===== src/rtl/ram_if_pkg.sv =====
// Shared definitions for the RAM request interface.
// Holds the copy-engine FSM state encoding and the default data and address
// widths, which the RAM uses as well.
package ram_if_pkg;

    localparam int DWIDTH_DEF = 16;
    localparam int AWIDTH_DEF = 16;

    localparam logic [2:0] ST_IDLE    = 3'd0;
    localparam logic [2:0] ST_RD_REQ  = 3'd1;
    localparam logic [2:0] ST_RD_WAIT = 3'd2;
    localparam logic [2:0] ST_WR_REQ  = 3'd3;
    localparam logic [2:0] ST_WR_WAIT = 3'd4;
    localparam logic [2:0] ST_DONE    = 3'd5;

endpackage


===== src/rtl/ram_copy_engine_wait_timer.sv =====
// wait_timer: a loadable down-counter that times one RAM request.
//   clk, rst : clock and synchronous active-high reset
//   load     : loads load_val; it has priority over counting
//   load_val : starting count
//   expired  : high while the count is zero
// When load is low the counter decrements and stops at zero.
module wait_timer #(
    parameter int WIDTH = 4
) (
    input  logic             clk,
    input  logic             rst,
    input  logic             load,
    input  logic [WIDTH-1:0] load_val,
    output logic             expired
);

    logic [WIDTH-1:0] cnt;

    always_ff @(posedge clk) begin
        if (rst)
            cnt <= '0;
        else if (load)
            cnt <= load_val;
        else if (cnt != '0)
            cnt <= cnt - 1'b1;
    end

    assign expired = (cnt == '0);

endmodule


===== src/rtl/ram_copy_engine.sv =====
// ram_copy_engine: copies len_i words from src_addr_i to dst_addr_i.
// It issues one single-word read, then one single-word write, and waits for
// ram_valid after each request.
//   start_i, src_addr_i, dst_addr_i, len_i : launch a copy (sampled in IDLE only)
//   busy_o, done_o, err_o, words_o         : status (err_o is a sticky timeout)
//   ram_en, wen, addr_o, w_data_o          : RAM request, registered
//   r_data_i, ram_valid                    : RAM response
module ram_copy_engine
    import ram_if_pkg::*;
#(
    parameter int DWIDTH  = DWIDTH_DEF,
    parameter int AWIDTH  = AWIDTH_DEF,
    parameter int LWIDTH  = 16,
    parameter int TIMEOUT = 15
) (
    input  logic              clk,
    input  logic              rst,
    input  logic              start_i,
    input  logic [AWIDTH-1:0] src_addr_i,
    input  logic [AWIDTH-1:0] dst_addr_i,
    input  logic [LWIDTH-1:0] len_i,
    output logic              busy_o,
    output logic              done_o,
    output logic              err_o,
    output logic [LWIDTH-1:0] words_o,
    output logic              ram_en,
    output logic              wen,
    output logic [AWIDTH-1:0] addr_o,
    output logic [DWIDTH-1:0] w_data_o,
    input  logic [DWIDTH-1:0] r_data_i,
    input  logic              ram_valid
);

    localparam int TW = $clog2(TIMEOUT + 1);

    logic [2:0]        state;
    logic [AWIDTH-1:0] src_q, dst_q;
    logic [LWIDTH-1:0] len_q;
    logic              tmr_load, tmr_expired;

    // The timer is loaded during each REQ cycle, so the count is fresh on
    // the first cycle of the following wait state. It reads zero after
    // TIMEOUT wait cycles.
    assign tmr_load = (state == ST_RD_REQ) || (state == ST_WR_REQ);

    wait_timer #(.WIDTH(TW)) u_timer (
        .clk      (clk),
        .rst      (rst),
        .load     (tmr_load),
        .load_val (TW'(TIMEOUT - 1)),
        .expired  (tmr_expired)
    );

    assign busy_o = (state != ST_IDLE);

    // The request outputs are set on the transition into a REQ state, so
    // ram_en is high for exactly the REQ cycle. w_data_o also serves as the
    // data register between the read and the write.
    always_ff @(posedge clk) begin
        if (rst) begin
            state    <= ST_IDLE;
            src_q    <= '0;
            dst_q    <= '0;
            len_q    <= '0;
            done_o   <= 1'b0;
            err_o    <= 1'b0;
            words_o  <= '0;
            ram_en   <= 1'b0;
            wen      <= 1'b0;
            addr_o   <= '0;
            w_data_o <= '0;
        end else begin
            case (state)
                ST_IDLE: begin
                    done_o <= 1'b0;
                    if (start_i) begin
                        src_q   <= src_addr_i;
                        dst_q   <= dst_addr_i;
                        len_q   <= len_i;
                        words_o <= '0;
                        err_o   <= 1'b0;
                        if (len_i == '0) begin
                            state <= ST_DONE;
                        end else begin
                            state  <= ST_RD_REQ;
                            ram_en <= 1'b1;
                            wen    <= 1'b0;
                            addr_o <= src_addr_i;
                        end
                    end
                end
                ST_RD_REQ: begin
                    ram_en <= 1'b0;
                    state  <= ST_RD_WAIT;
                end
                ST_RD_WAIT: begin
                    if (ram_valid) begin
                        w_data_o <= r_data_i;
                        state    <= ST_WR_REQ;
                        ram_en   <= 1'b1;
                        wen      <= 1'b1;
                        addr_o   <= dst_q;
                    end else if (tmr_expired) begin
                        err_o  <= 1'b1;
                        done_o <= 1'b1;
                        state  <= ST_DONE;
                    end
                end
                ST_WR_REQ: begin
                    ram_en <= 1'b0;
                    state  <= ST_WR_WAIT;
                end
                ST_WR_WAIT: begin
                    if (ram_valid) begin
                        src_q   <= src_q + 1'b1;
                        dst_q   <= dst_q + 1'b1;
                        words_o <= words_o + 1'b1;
                        if (words_o + LWIDTH'(1) == len_q) begin
                            done_o <= 1'b1;
                            state  <= ST_DONE;
                        end else begin
                            state  <= ST_RD_REQ;
                            ram_en <= 1'b1;
                            wen    <= 1'b0;
                            addr_o <= src_q + 1'b1;
                        end
                    end else if (tmr_expired) begin
                        err_o  <= 1'b1;
                        done_o <= 1'b1;
                        state  <= ST_DONE;
                    end
                end
                ST_DONE: begin
                    // Wait states raise done_o on the way in. A zero-length
                    // start arrives with done_o low and spends one padding
                    // cycle here, which gives it the same two-cycle latency
                    // as the handshake path.
                    if (done_o) begin
                        done_o <= 1'b0;
                        state  <= ST_IDLE;
                    end else begin
                        done_o <= 1'b1;
                    end
                end
                default: begin
                    state  <= ST_IDLE;
                    done_o <= 1'b0;
                    ram_en <= 1'b0;
                end
            endcase
        end
    end

endmodule


===== config.mk =====
export PLATFORM = sky130hd
export DESIGN_NAME = ram_copy_engine
export DESIGN_NICKNAME = d
export VERILOG_FILES = /design/src/rtl/ram_if_pkg.sv /design/src/rtl/ram_copy_engine_wait_timer.sv /design/src/rtl/ram_copy_engine.sv
export SDC_FILE = /design/constraint.sdc
export NUM_CORES = 1
export LEC_CHECK = 0
export BUFFER_PORTS_ARGS = -buffer_cell sky130_fd_sc_hd__buf_2
export CAP_MARGIN = 15
export CORE_UTILIZATION = 60
export CTS_BUF_LIST = sky130_fd_sc_hd__clkbuf_4 sky130_fd_sc_hd__clkbuf_8
export DETAILED_ROUTE_END_ITERATION = 7
export GPL_TIMING_DRIVEN = 0
export PLACE_DENSITY = 0.83
export SYNTH_ARGS = -nofsm -noshare
export SYNTH_HDL_FRONTEND = slang
export SYNTH_SLANG_ARGS = --single-unit

===== constraint.sdc =====
create_clock -name clk -period 7.4 [get_ports clk]
set_clock_uncertainty 0.15 [all_clocks]
set_input_delay 1.48 -clock clk [delete_from_list [all_inputs] [get_ports clk]]
set_output_delay 1.48 -clock clk [all_outputs]
set_load 0.01 [all_outputs]

==> run_results.csv <==
group,metric,value,unit
status,outcome,"finished, final reports clean",
die,die_area,0.0102,sq mm
detailed_routing,number_of_nets_with_antenna_violations_after_detailed_routing,0,
synth,post_synth_mux_area_share,0.00874,
finish,final_layout_size_suffix_gt1_frac,0.190,
worst_setup_path,crit_path_start_kind,"input pin",
synth,synth-xor-area-share,0.0507,
die,total_number_of_placement_rows,35,
global_routing,grt_start_max_net_pins,21,
detailed_routing,detail_route.wirelength,18800,microns
synth,synth_compound_gate_area_share,0.258,
synth,syn_inst,765,
clocking,cts_hold_buf,0,
timing,rsz_0062_raised_after_global_routing,"false",
clocking,post_cts_resize_count,0,
min_path,worst_hold_path_type,"reg -> reg",
die,ioPinCount,121,
synth,average_size_of_a_mapped_cell,7.68,sq um
synth,synth_ff_type,"dfxtp_1",
synth,largest_family_of_logic_cells_by_synthesized_area,"compound AO/OA/AOI/OAI gates",
timing,finalHoldViolCount,0,
timing,final.setup.tns,0,ns
synth,edff_count_synth,0,
timing,fmax,277,MHz
timing,final.period_utilization,0.487,
clocking,tritoncts_num_sinks,107,
die,die_h,101,microns
timing,finalMaxSlewViolations,0,
global_routing,via_count_of_the_first_global_routing_pass,6016,
worst_setup_path,ff2ff_setup_slack,4.09,ns
timing,slew-limit-headroom,0.428,
synth,synth-seq-area-share,0.365,
detailed_routing,drc,0,
global_routing,groute.layer.met3.usage,0.0804,
worst_setup_path,setup.worst_path.end_class,"register",
timing,worstMarginPinSlew,0.853,ns
synth,postSynthRegisterBits,107,
worst_setup_path,critical_path_peak_fanout,10,
worst_setup_path,cp.arrival,3.76,ns
placed_design,dp.final_hpwl,13900,microns
synth,async_flop_share,0,
finish,flow.area_growth_from_synthesis,16.6,%
clocking,tritoncts,"done",
pwr,cellPowerDensity,246,mW/mm^2
job,drv.max_cap_violation_count,0,
synth,unique_cell_type_count_in_the_yosys_netlist,64,
synth,ys_warn_count,0,
placed_design,dpl_cell_area,0.00663,sq mm
clocking,postCtsSetupRepairBufs,0,
clocking,clk_pin_slew,0.11,ns
clocking,cts.root.buffer_cell,"clkbuf_8",
finish,final_net_count,967,
global_routing,grt-ovfl-total,0,
timing,worst_hold_slack,0.310,ns
die,initial_utilization,0.627,
clocking,clkLatencyLatePin,0.39,ns
detailed_routing,initialDrtViolationCount,440,
global_routing,global_route.usage.total,0.379,
clocking,cts_buffers,9,
synth,mappedNetlistArea,0.00587,sq mm
global_routing,grtUsageMet2,0.623,
synth,synthesis.nets,836,
synth,simple_gate_area_share_of_the_yosys_netlist,0.252,
global_routing,gr-usage-met1,0.467,
detailed_routing,detailroute.via_count,6470,
placed_design,gp_congestion,0.964,
global_routing,grt_first_pass_wirelength,29900,microns
die,core,0.00937,sq mm
pwr,post-layout-total-power,0.00169,W
placed_design,io_buffers,120,
worst_setup_path,cp_data_required_time,7.55,ns
synth,post_synthesis_adder_cell_area_fraction,0.00810,
worst_setup_path,worstSetupPathType,"in -> reg",
detailed_routing,wl_per_cell,18.2,microns
timing,period_minus_slack,3.61,ns
clocking,worst_case_clock_buffer_depth,2,
timing,setup-violations-final,0,
detailed_routing,first_pass_iters,7,
detailed_routing,avgViaCountPerCell,6.28,
finish,n_antenna_cell,0,
pwr,power_leakage,2.60,nW
clocking,deepest_level_of_the_cts_h_tree,3,
global_routing,gr-max-usage-layer,"met2",
global_routing,antenna_found_initial,0,
die,die_w,101,microns
pwr,max-vdd-ir-drop,0.000218,V
finish,postLayoutCellArea,0.00685,sq mm
## kinds of logic after synthesis
| family | Yosys count |
|---|---|
| simple gates | 309 |
| compound gates | 234 |
| fa+ha+maj | 4 |
| flops | 107 |
| buf+inv | 72 |
| xor+xnor | 34 |
| mux | 5 |
## cells in the final DEF, fill, tap and decap left out, types with 4 or more instances in the layout
cell type	instances
xnor2_1	19
nor2_1	74
a221oi_1	14
inv_8	4
nand4_1	11
buf_2	123
nor4_1	11
and2_1	7
o21ai_0	32
xor2_1	15
clkbuf_8	9
buf_4	6
or3_1	8
mux2i_1	4
nor2b_1	6
and4_1	7
clkbuf_1	50
o32ai_1	5
nand3_1	18
nor3_1	23
a211oi_2	9
nand2_1	114
dfxtp_1	107
o22ai_1	5
and3_1	13
inv_1	7
nand2b_1	4
a21oi_1	106
a311oi_1	6
a211oi_1	23
## critical path, stage by stage
cell and delay (ns):
buf_2 0.13, clkbuf_1 0.35, nand2_1 0.15, a211oi_1 0.76, clkbuf_1 0.45, a21oi_1 0.17
a211oi_2 0.24
## layout make-up
type                            count  area (sq um)
Tap cell                          129           161
Clock inverter                      7          88.8
Buffer                             64           305
Timing Repair Buffer              120           601
Multi-Input combinational cell    586          3390
Inverter                            8          30.0
Sequential cell                   107          2140
Clock buffer                        9           124
Fill cell                         793          2520
## cells in the mapped netlist (3+ instances only)
library cell    n  area, sq um
mux2i_1         4         40.0
nand3_1        18         90.1
clkbuf_1       50          188
nor2b_1         6         37.5
nand2_1       114          428
inv_1           7         26.3
and4_1          7         61.3
and3_1         13         81.3
nor3_1         23          115
nor4_1         11         68.8
o32ai_1         5         43.8
ha_1            3         37.5
or3_1           8         50.1
nand2b_1        4         25.0
o31ai_1         3         22.5
a31oi_1         3         18.8
buf_4           6         45.0
nor2_1         74          278
a21oi_1       106          531
a211oi_1       23          173
buf_2           3         15.0
o22ai_1         5         31.3
a311oi_1        6         52.6
a211oi_2        9          113
dfxtp_1       107         2140
buf_6           3         33.8
xor2_1         15          131
and2_1          7         43.8
nand4_1        11         68.8
xnor2_1        19          166
a2bb2oi_1       3         26.3
o21ai_0        32          160
a221oi_1       14          123
a22oi_1         3         22.5
## report_power, final
group          switching (W)  internal [W]
registers          0.0000878      0.000662
clock network       0.000230      0.000167
logic               0.000331      0.000208
total               0.000649       0.00104
## layer usage
metal  vias up  wire length [microns]
li1       3035                      -
met1      2998                   7560
met2       382                   8820
met3        55                   1700
met4         0                    702
met5         -                      0
## sequential cells by signal, summed over array words and instances, names as in the netlist
register     flops
addr_o          16
dst_q           16
len_q           16
src_q           16
w_data_o        16
words_o         16
u_timer.cnt      4
state            3
done_o           1
err_o            1
ram_en           1
wen              1
## metrics by stage
| step | utilization | setup slack, ns | cells |
|---|---|---|---|
| global placement | 0.708 | 3.67 | 1014 |
| detailed placement | 0.708 | 3.50 | 1014 |
| floorplan | - | 4.24 | 765 |
| CTS | 0.731 | 3.84 | 1030 |
| global route | 0.731 | 3.61 | 1030 |
| finish | 0.731 | 3.79 | 1030 |
## path summary, 6_finish.rpt
check | start | endpoint | depth (start not counted)
worst min-delay path | w_data_o[10] | w_data_o[10] | 2
worst max register to register | words_o[0] | addr_o[11] | 9
worst min register to register | w_data_o[10] | w_data_o[10] | 2
worst max-delay path | ram_valid | addr_o[11] | 7
Power figures use the tool's default switching activity.
